`src/rtl/seq_pkg.sv`:
```
// Shared types and constants for the T-step sequence counter.
package seq_pkg;

    localparam int unsigned T_CNT_W             = 3;
    localparam int unsigned MAX_T_DEFAULT       = 7;
    localparam int unsigned INSTR_CNT_W_DEFAULT = 16;

    typedef enum logic [1:0] {
        ST_IDLE   = 2'd0,
        ST_RUN    = 2'd1,
        ST_HALTED = 2'd2
    } seq_state_e;

endpackage

```
`src/rtl/seq_event_cnt.sv`:
```
// Free-running event counter: counts enabled cycles, synchronous clear, wraps silently.
module seq_event_cnt #(
    parameter int unsigned W = 16
) (
    input  logic         clk,
    input  logic         clr,
    input  logic         en,
    output logic [W-1:0] count
);

    always_ff @(posedge clk) begin
        if (clr) begin
            count <= '0;
        end else if (en) begin
            count <= count + W'(1);
        end
    end

endmodule

```
`src/rtl/seq_counter.sv`:
```
// T-step sequence counter (T0..MAX_T) with clear, stall, halt/start, wrap and instruction count.
// Optional SEQ_STEP_EN adds a `step` input gating the increment/wrap path for single-step debug.
module seq_counter
    import seq_pkg::*;
#(
    parameter int unsigned CNT_W       = T_CNT_W,
    parameter int unsigned MAX_T       = MAX_T_DEFAULT,
    parameter int unsigned INSTR_CNT_W = INSTR_CNT_W_DEFAULT
) (
    input  logic                   clk,
    input  logic                   rst,
    input  logic                   start,
    input  logic                   halt,
    input  logic                   clr,
    input  logic                   stall,
`ifdef SEQ_STEP_EN
    input  logic                   step,
`endif
    output logic [CNT_W-1:0]       tcounts,
    output logic                   running,
    output logic                   wrap,
    output logic [INSTR_CNT_W-1:0] instr_count
);

    seq_state_e       state;
    seq_state_e       state_n;
    logic [CNT_W-1:0] tcounts_n;
    logic             wrap_n;
    logic             instr_inc_c;
    logic             step_ok_c;

`ifdef SEQ_STEP_EN
    assign step_ok_c = step;
`else
    assign step_ok_c = 1'b1;
`endif

    // State and step registers
    always_ff @(posedge clk) begin
        if (rst) begin
            state   <= ST_IDLE;
            tcounts <= '0;
            running <= 1'b0;
            wrap    <= 1'b0;
        end else begin
            state   <= state_n;
            tcounts <= tcounts_n;
            running <= (state_n == ST_RUN);
            wrap    <= wrap_n;
        end
    end

    // Next-state logic; in RUN the priority is halt > clr > stall > increment
    always_comb begin
        state_n     = state;
        tcounts_n   = tcounts;
        wrap_n      = 1'b0;
        instr_inc_c = 1'b0;
        case (state)
            ST_RUN: begin
                if (halt) begin
                    state_n   = ST_HALTED;
                    tcounts_n = '0;
                end else if (clr) begin
                    tcounts_n   = '0;
                    instr_inc_c = 1'b1;
                end else if (stall) begin
                    tcounts_n = tcounts;
                end else if (step_ok_c) begin
                    if (tcounts == CNT_W'(MAX_T)) begin
                        tcounts_n   = '0;
                        wrap_n      = 1'b1;
                        instr_inc_c = 1'b1;
                    end else begin
                        tcounts_n = tcounts + CNT_W'(1);
                    end
                end
            end
            default: begin
                // IDLE/HALTED: T0 held; the first RUN cycle also sits at T0
                tcounts_n = '0;
                if (halt) begin
                    state_n = ST_HALTED;
                end else if (start) begin
                    state_n = ST_RUN;
                end
            end
        endcase
    end

    seq_event_cnt #(
        .W(INSTR_CNT_W)
    ) u_instr_cnt (
        .clk  (clk),
        .clr  (rst),
        .en   (instr_inc_c),
        .count(instr_count)
    );

endmodule
```
`config.mk`:
```
export PLATFORM = sky130hd
export DESIGN_NAME = seq_counter
export DESIGN_NICKNAME = d
export VERILOG_FILES = /design/src/rtl/seq_pkg.sv /design/src/rtl/seq_event_cnt.sv /design/src/rtl/seq_counter.sv
export SDC_FILE = /design/constraint.sdc
export NUM_CORES = 1
export LEC_CHECK = 0
export CORE_ASPECT_RATIO = 1.4
export CORE_UTILIZATION = 25
export CTS_CLUSTER_SIZE = 24
export DETAILED_ROUTE_END_ITERATION = 7
export GPL_ROUTABILITY_DRIVEN = 0
export GPL_TIMING_DRIVEN = 0
export PLACE_DENSITY = 0.57
export SETUP_SLACK_MARGIN = 0.1
export SYNTH_ARGS = -nofsm -noshare
export SYNTH_HDL_FRONTEND = slang
export SYNTH_HIERARCHICAL = 1
export SYNTH_SLANG_ARGS = --single-unit
export TNS_END_PERCENT = 100
```
`constraint.sdc`:
```
create_clock -name clk -period 6 [get_ports clk]
set_input_delay 1.2 -clock clk [delete_from_list [all_inputs] [get_ports clk]]
set_output_delay 1.2 -clock clk [all_outputs]
set_load 0.05 [all_outputs]
```
# Word-level counts from Yosys, hierarchy flattened
# Index checks and enable logic that the tools add are counted.
# word_totals
ff_bits	23
wordCells	22
output_inout_bits	21
# classes
n_addsub	2
muxes	10
n_reduce_logical	1
n_bitwise	1
eq_ne	3
# ops
cell	count
16-bit by 1-bit adder with 16-bit output (second input constant)	1
2-bit two-way mux	4
1-bit two-way mux	5
2-bit by 1-bit equality test with 1-bit output (second input constant)	2
4-bit OR reduction	1
3-bit by 1-bit adder with 3-bit output (second input constant)	1
3-bit equality test (second input constant)	1
3-bit two-way mux	1
1-bit inverter	1

# Longest topological paths before layout
# Gate-level depths: netlist of the first run.
# depth
ltp_word	6
mapped_depth	8

# Cells and area by module
# Netlist of the first run, hierarchy kept.
# by_module_without_submodules
mod	n_inst	area_per_inst_um2	cells_each	seq_area_each_um2
seq_event_cnt	1	757.0	83	320.3
seq_counter	1	291.5	28	140.1

# Least setup slack after synthesis of the first run
# Ideal clock, no wire load.
# synth_path
kind	input-to-reg
startpoint	in halt
endpoint	reg u_instr_cnt.count[13]
cell_stages	6
t_arrival_ps	3038
required_ps	5930
path_slack_ps	2891
setup_time_ps	70
cell_sequence	or3b_4 -> a21oi_1 -> nand4_4 -> nor4_4 -> or3b_1 -> a21oi_1
# synth_via
elab_chain_len	2
# synth_lines
item	line_no	rtl
from (decl)	seq_counter.sv:13	input logic halt,
1-bit two-way mux	seq_counter.sv:61	if (halt) begin
1-bit two-way mux	seq_counter.sv:59	case (state)
named net instr_inc_c	seq_counter.sv:29	logic instr_inc_c;
to (signal assigned)	seq_event_cnt.sv:15	count <= count + W'(1);
to (decl)	seq_event_cnt.sv:8	output logic [W-1:0] count
# The timed path passes the listed nets, and every way through them passes these cells.
# A chain may end at the register's enable or synchronous reset.

# Worst setup path in the final report of the first run
# Ends and elaborated chain as after synthesis.

==> out/metrics.csv, run 1 <==
stage,metric,value,unit
outcome,status,finished with violations,
outcome,failing checks,design-rule violations,
clock_tree,Num CTS Buffers,3,
timing,RSZ-0062 raised after global routing,no,
place,HPWL after DPL,1740,um
timing,Max Transition Viols Final,0,
timing,setup violators final,0,
flow_run,max-cap viol count,0,
finish,Layout area overhead,34.2,%
timing,Slew headroom,0.579,
clock_tree,post-CTS setup buffers,0,
logic_synthesis,Yosys top cell area share,0.439,
drt,WL/cell,12.6,um
worst_setup_path,CP Class,input port to flip-flop,
drt,DR vias/cell,4.80,
clock_tree,CTS Hold Buffers Added,0,
logic_synthesis,cell count after synthesis,111,
global_routing,vias in the first global route,888,
logic_synthesis,XOR/XNOR Fraction of Synth Area,0.0835,
finish,total inserted antenna cells,0,
timing,worst-margin pin slew,632,ps
clock_tree,Clock Latency Late Sink,260,ps
finish,share of layout cells above drive strength 1,0.0922,
logic_synthesis,adder-cell share of the synthesized area,0.0358,
logic_synthesis,Synth Area per Inst,9.45,um^2
worst_setup_path,CP Max Fanout,8,
worst_setup_path,crit end category,flip-flop,
floorplanning,Initial Util,0.263,
logic_synthesis,Syn Nets,120,
timing,clock skew,1.67,ps
logic_synthesis,Unique masters post-synth,31,
floorplanning,Core Area,3990,um^2
worst_setup_path,critical path startpoint category,input port,
power_and_ir_drop,leakage,0.000507,uW
worst_setup_path,CP arrival,3810,ps
timing,Fin. Hold Viols,0,
logic_synthesis,Synth area leaders,"dfxtp_1, nor2_1, xnor2_1, ha_1, nor4_1",
clock_tree,PostCTS Resize Cnt,0,
global_routing,initial antenna violation count,0,
worst_setup_path,Reg2Reg Depth,8,
global_routing,largest net degree at the start of global routing,13,
logic_synthesis,Synth Register Bits,23,
worst_setup_path,"Data required, critical path",6200,ps
worst_hold_path,worst hold path depth,1,
power_and_ir_drop,clock network fraction of design power,0.367,
logic_synthesis,Synth Area in Compound Gates,0.0680,
place,PortBufs,26,
floorplanning,Die Area,4460,um^2
place,dpl cell area,1360,um^2
timing,fmax,276,MHz
power_and_ir_drop,Pwr Density,190,nW/um^2
floorplanning,die width,56.7,um
clock_tree,Longest Clk Path Bufs,2,
timing,total negative slack,0,ps
global_routing,GRT Total Usage,0.112,
clock_tree,CTS tree,yes,
drt,1st-pass router iterations,6,
clock_tree,H-tree depth,1,
drt,final wirelength,2330,um
power_and_ir_drop,Internal,207,uW
finish,"Net count, final",151,
logic_synthesis,simple-gate share of the synthesized area,0.295,
drt,# DRC,7,
timing,fin crit period,3620,ps
timing,post-route clock period utilization,0.603,
drt,via count,884,
clock_tree,Root Buffer Master,clkbuf_8,
finish,fin area,1410,um^2
power_and_ir_drop,Worst VDD drop,0.0000782,V
drt,post-route ant nets,0,
power_and_ir_drop,Sw Ratio,0.223,
logic_synthesis,synth warn,6,
worst_hold_path,Min-Delay Path Class,flip-flop to flip-flop,
floorplanning,die height,78.6,um
power_and_ir_drop,Comb pwr share,0.054,
power_and_ir_drop,overall power,267,uW
logic_synthesis,post-synthesis sequential area ratio,0.439,
clock_tree,"Reg clk slew, reported paths",80,ps
logic_synthesis,post-synthesis cell area,1050,um^2
global_routing,GR Overflow Total,0,
floorplanning,I/O pin count,27,
drt,Initial DRC Count,46,
power_and_ir_drop,sequential fraction of design power,0.579,
floorplanning,Rows,27,
clock_tree,clock sinks,23,
logic_synthesis,main combinational cell family by area after synthesis,simple AND/OR/NAND/NOR gates,
power_and_ir_drop,Sw Pwr,59.5,uW
global_routing,first-pass GRT wire length,3880,um
logic_synthesis,mux share of post-synthesis cell area,0.0501,
logic_synthesis,"area leader, netlist",dfxtp_1,
==> cells by family after synthesis <==
group / Yosys count
multiplexers: 5
XOR/XNOR: 10
AO/OA/AOI/OAI: 10
buffers and inverters: 8
adder cells (fa/ha/maj): 3
flip-flops: 23
AND/OR/NAND/NOR: 52
==> final timing paths <==
kind,from,end,slack (ps)
worst min-delay path,state[1]$_SDFF_PP0_,running$_SDFF_PP0_,500
worst min register to register,state[1]$_SDFF_PP0_,running$_SDFF_PP0_,500
worst max-delay path,halt,u_instr_cnt/count[13]$_SDFFE_PP0P_,2380
worst max register to register,tcounts[0]$_SDFFE_PP0N_,u_instr_cnt/count[13]$_SDFFE_PP0P_,3400
==> metal layers <==
metal / global-route usage / part of all wire / vias to the layer above / routed length (um)
met4: 0.0439 / 0.011 / 0 / 26
li1: - / - / 447 / -
met1: 0.123 / 0.44 / 410 / 1020
met3: 0.0214 / 0.040 / 4 / 94
met5: 0 / 0 / - / 0
met2: 0.207 / 0.51 / 23 / 1180
==> registers in the layout, summed over array words and instances (netlist names) <==
name               cells
running                1
wrap                   1
u_instr_cnt/count     16
state                  2
tcounts                3
==> cell usage after synthesis (all sizes together) <==
cell type / instances
inv: 5
clkbuf: 3
nand2: 7
nor4: 7
nand3: 3
nor3: 4
o41ai: 1
nand4: 3
nand2b: 3
nor4b: 1
or3b: 2
ha: 3
o21ai: 1
and3: 1
nor2: 17
mux2i: 3
a2111oi: 2
a31o: 1
xnor2: 6
a21oi: 5
nor2b: 1
dfxtp: 23
mux2: 2
xor2: 4
or2: 1
or3: 2
==> through the flow <==
step	hold WS [ps]	util	setup slack (ps)	instances
global placement	471	0.342	2170	180
finish	503	0.353	2380	184
floorplan	451	-	2890	111
CTS	510	0.353	2370	184
global route	537	0.353	2230	184
detailed placement	497	0.342	2100	180
==> layout make-up <==
class	instances	area, um^2
Fill cell	437	2580
Clock buffer	4	45.0
Inverter	5	18.8
Timing Repair Buffer	26	260
Multi-Input combinational cell	80	558
Tap cell	43	53.8
Buffer	3	11.3
Sequential cell	23	460
==> worst max-delay path: stages <==
cell	delay (ps)
clkdlybuf4s50_1	460
or3b_4	430
a21oi_1	520
nand4_4	320
nor4_4	370
or3b_1	370
a21oi_1	150
==> power by group through the flow <==
stage / Combinational [uW] / Clock (uW) / Sequential [uW]
final: 14.4 / 97.9 / 155
after global routing: 15.7 / 107 / 155
after CTS: 14.6 / 102 / 155
after detailed placement: 14.6 / 0 / 158
after global placement: 14.0 / 0 / 158
after floorplan: 5.30 / 0 / 160
==> cell usage in the layout (no fill, tap or decap), drive strengths merged <==
| cell | instances |
|---|---|
| nand2b | 3 |
| ha | 3 |
| clkdlybuf4s50 | 26 |
| nor4b | 1 |
| a31o | 1 |
| nand3 | 3 |
| o21ai | 1 |
| inv | 5 |
| and3 | 1 |
| xor2 | 4 |
| xnor2 | 6 |
| nand2 | 7 |
| nor2b | 1 |
| a21oi | 5 |
| mux2 | 2 |
| nor4 | 7 |
| clkbuf | 7 |
| or2 | 1 |
| o41ai | 1 |
| nor3 | 4 |
| nand4 | 3 |
| dfxtp | 23 |
| or3 | 2 |
| a2111oi | 2 |
| or3b | 2 |
| mux2i | 3 |
| nor2 | 17 |
Note: power is estimated with default switching activity, not from simulation.
==> inputs of run 2 (changes only) <==
Clock period 6 ns to 3.5 ns, I/O delays scaled along.
==> results of run 2 <==
Same layout as run 1 (identical final DEF). Status: finished with violations: design-rule violations.
Main changes from that run: setup slack after placement 2100 ps -> 99.4 ps; setup slack after layout 2380 ps -> 381 ps; register-to-register setup slack 3400 ps -> 900 ps; total power 267 uW -> 458 uW; worst IR drop on VDD 0.0000782 V -> 0.000134 V
==> inputs of run 3 (changes only) <==
Settings changed: SKIP_CTS_REPAIR_TIMING from default to 1.
==> results of run 3 <==
Same layout as run 1 (identical final DEF). Status: finished with violations: design-rule violations.
Main changes from that run: setup slack after placement 2100 ps -> 99.4 ps; setup slack after layout 2380 ps -> 381 ps; register-to-register setup slack 3400 ps -> 900 ps; total power 267 uW -> 458 uW; worst IR drop on VDD 0.0000782 V -> 0.000134 V
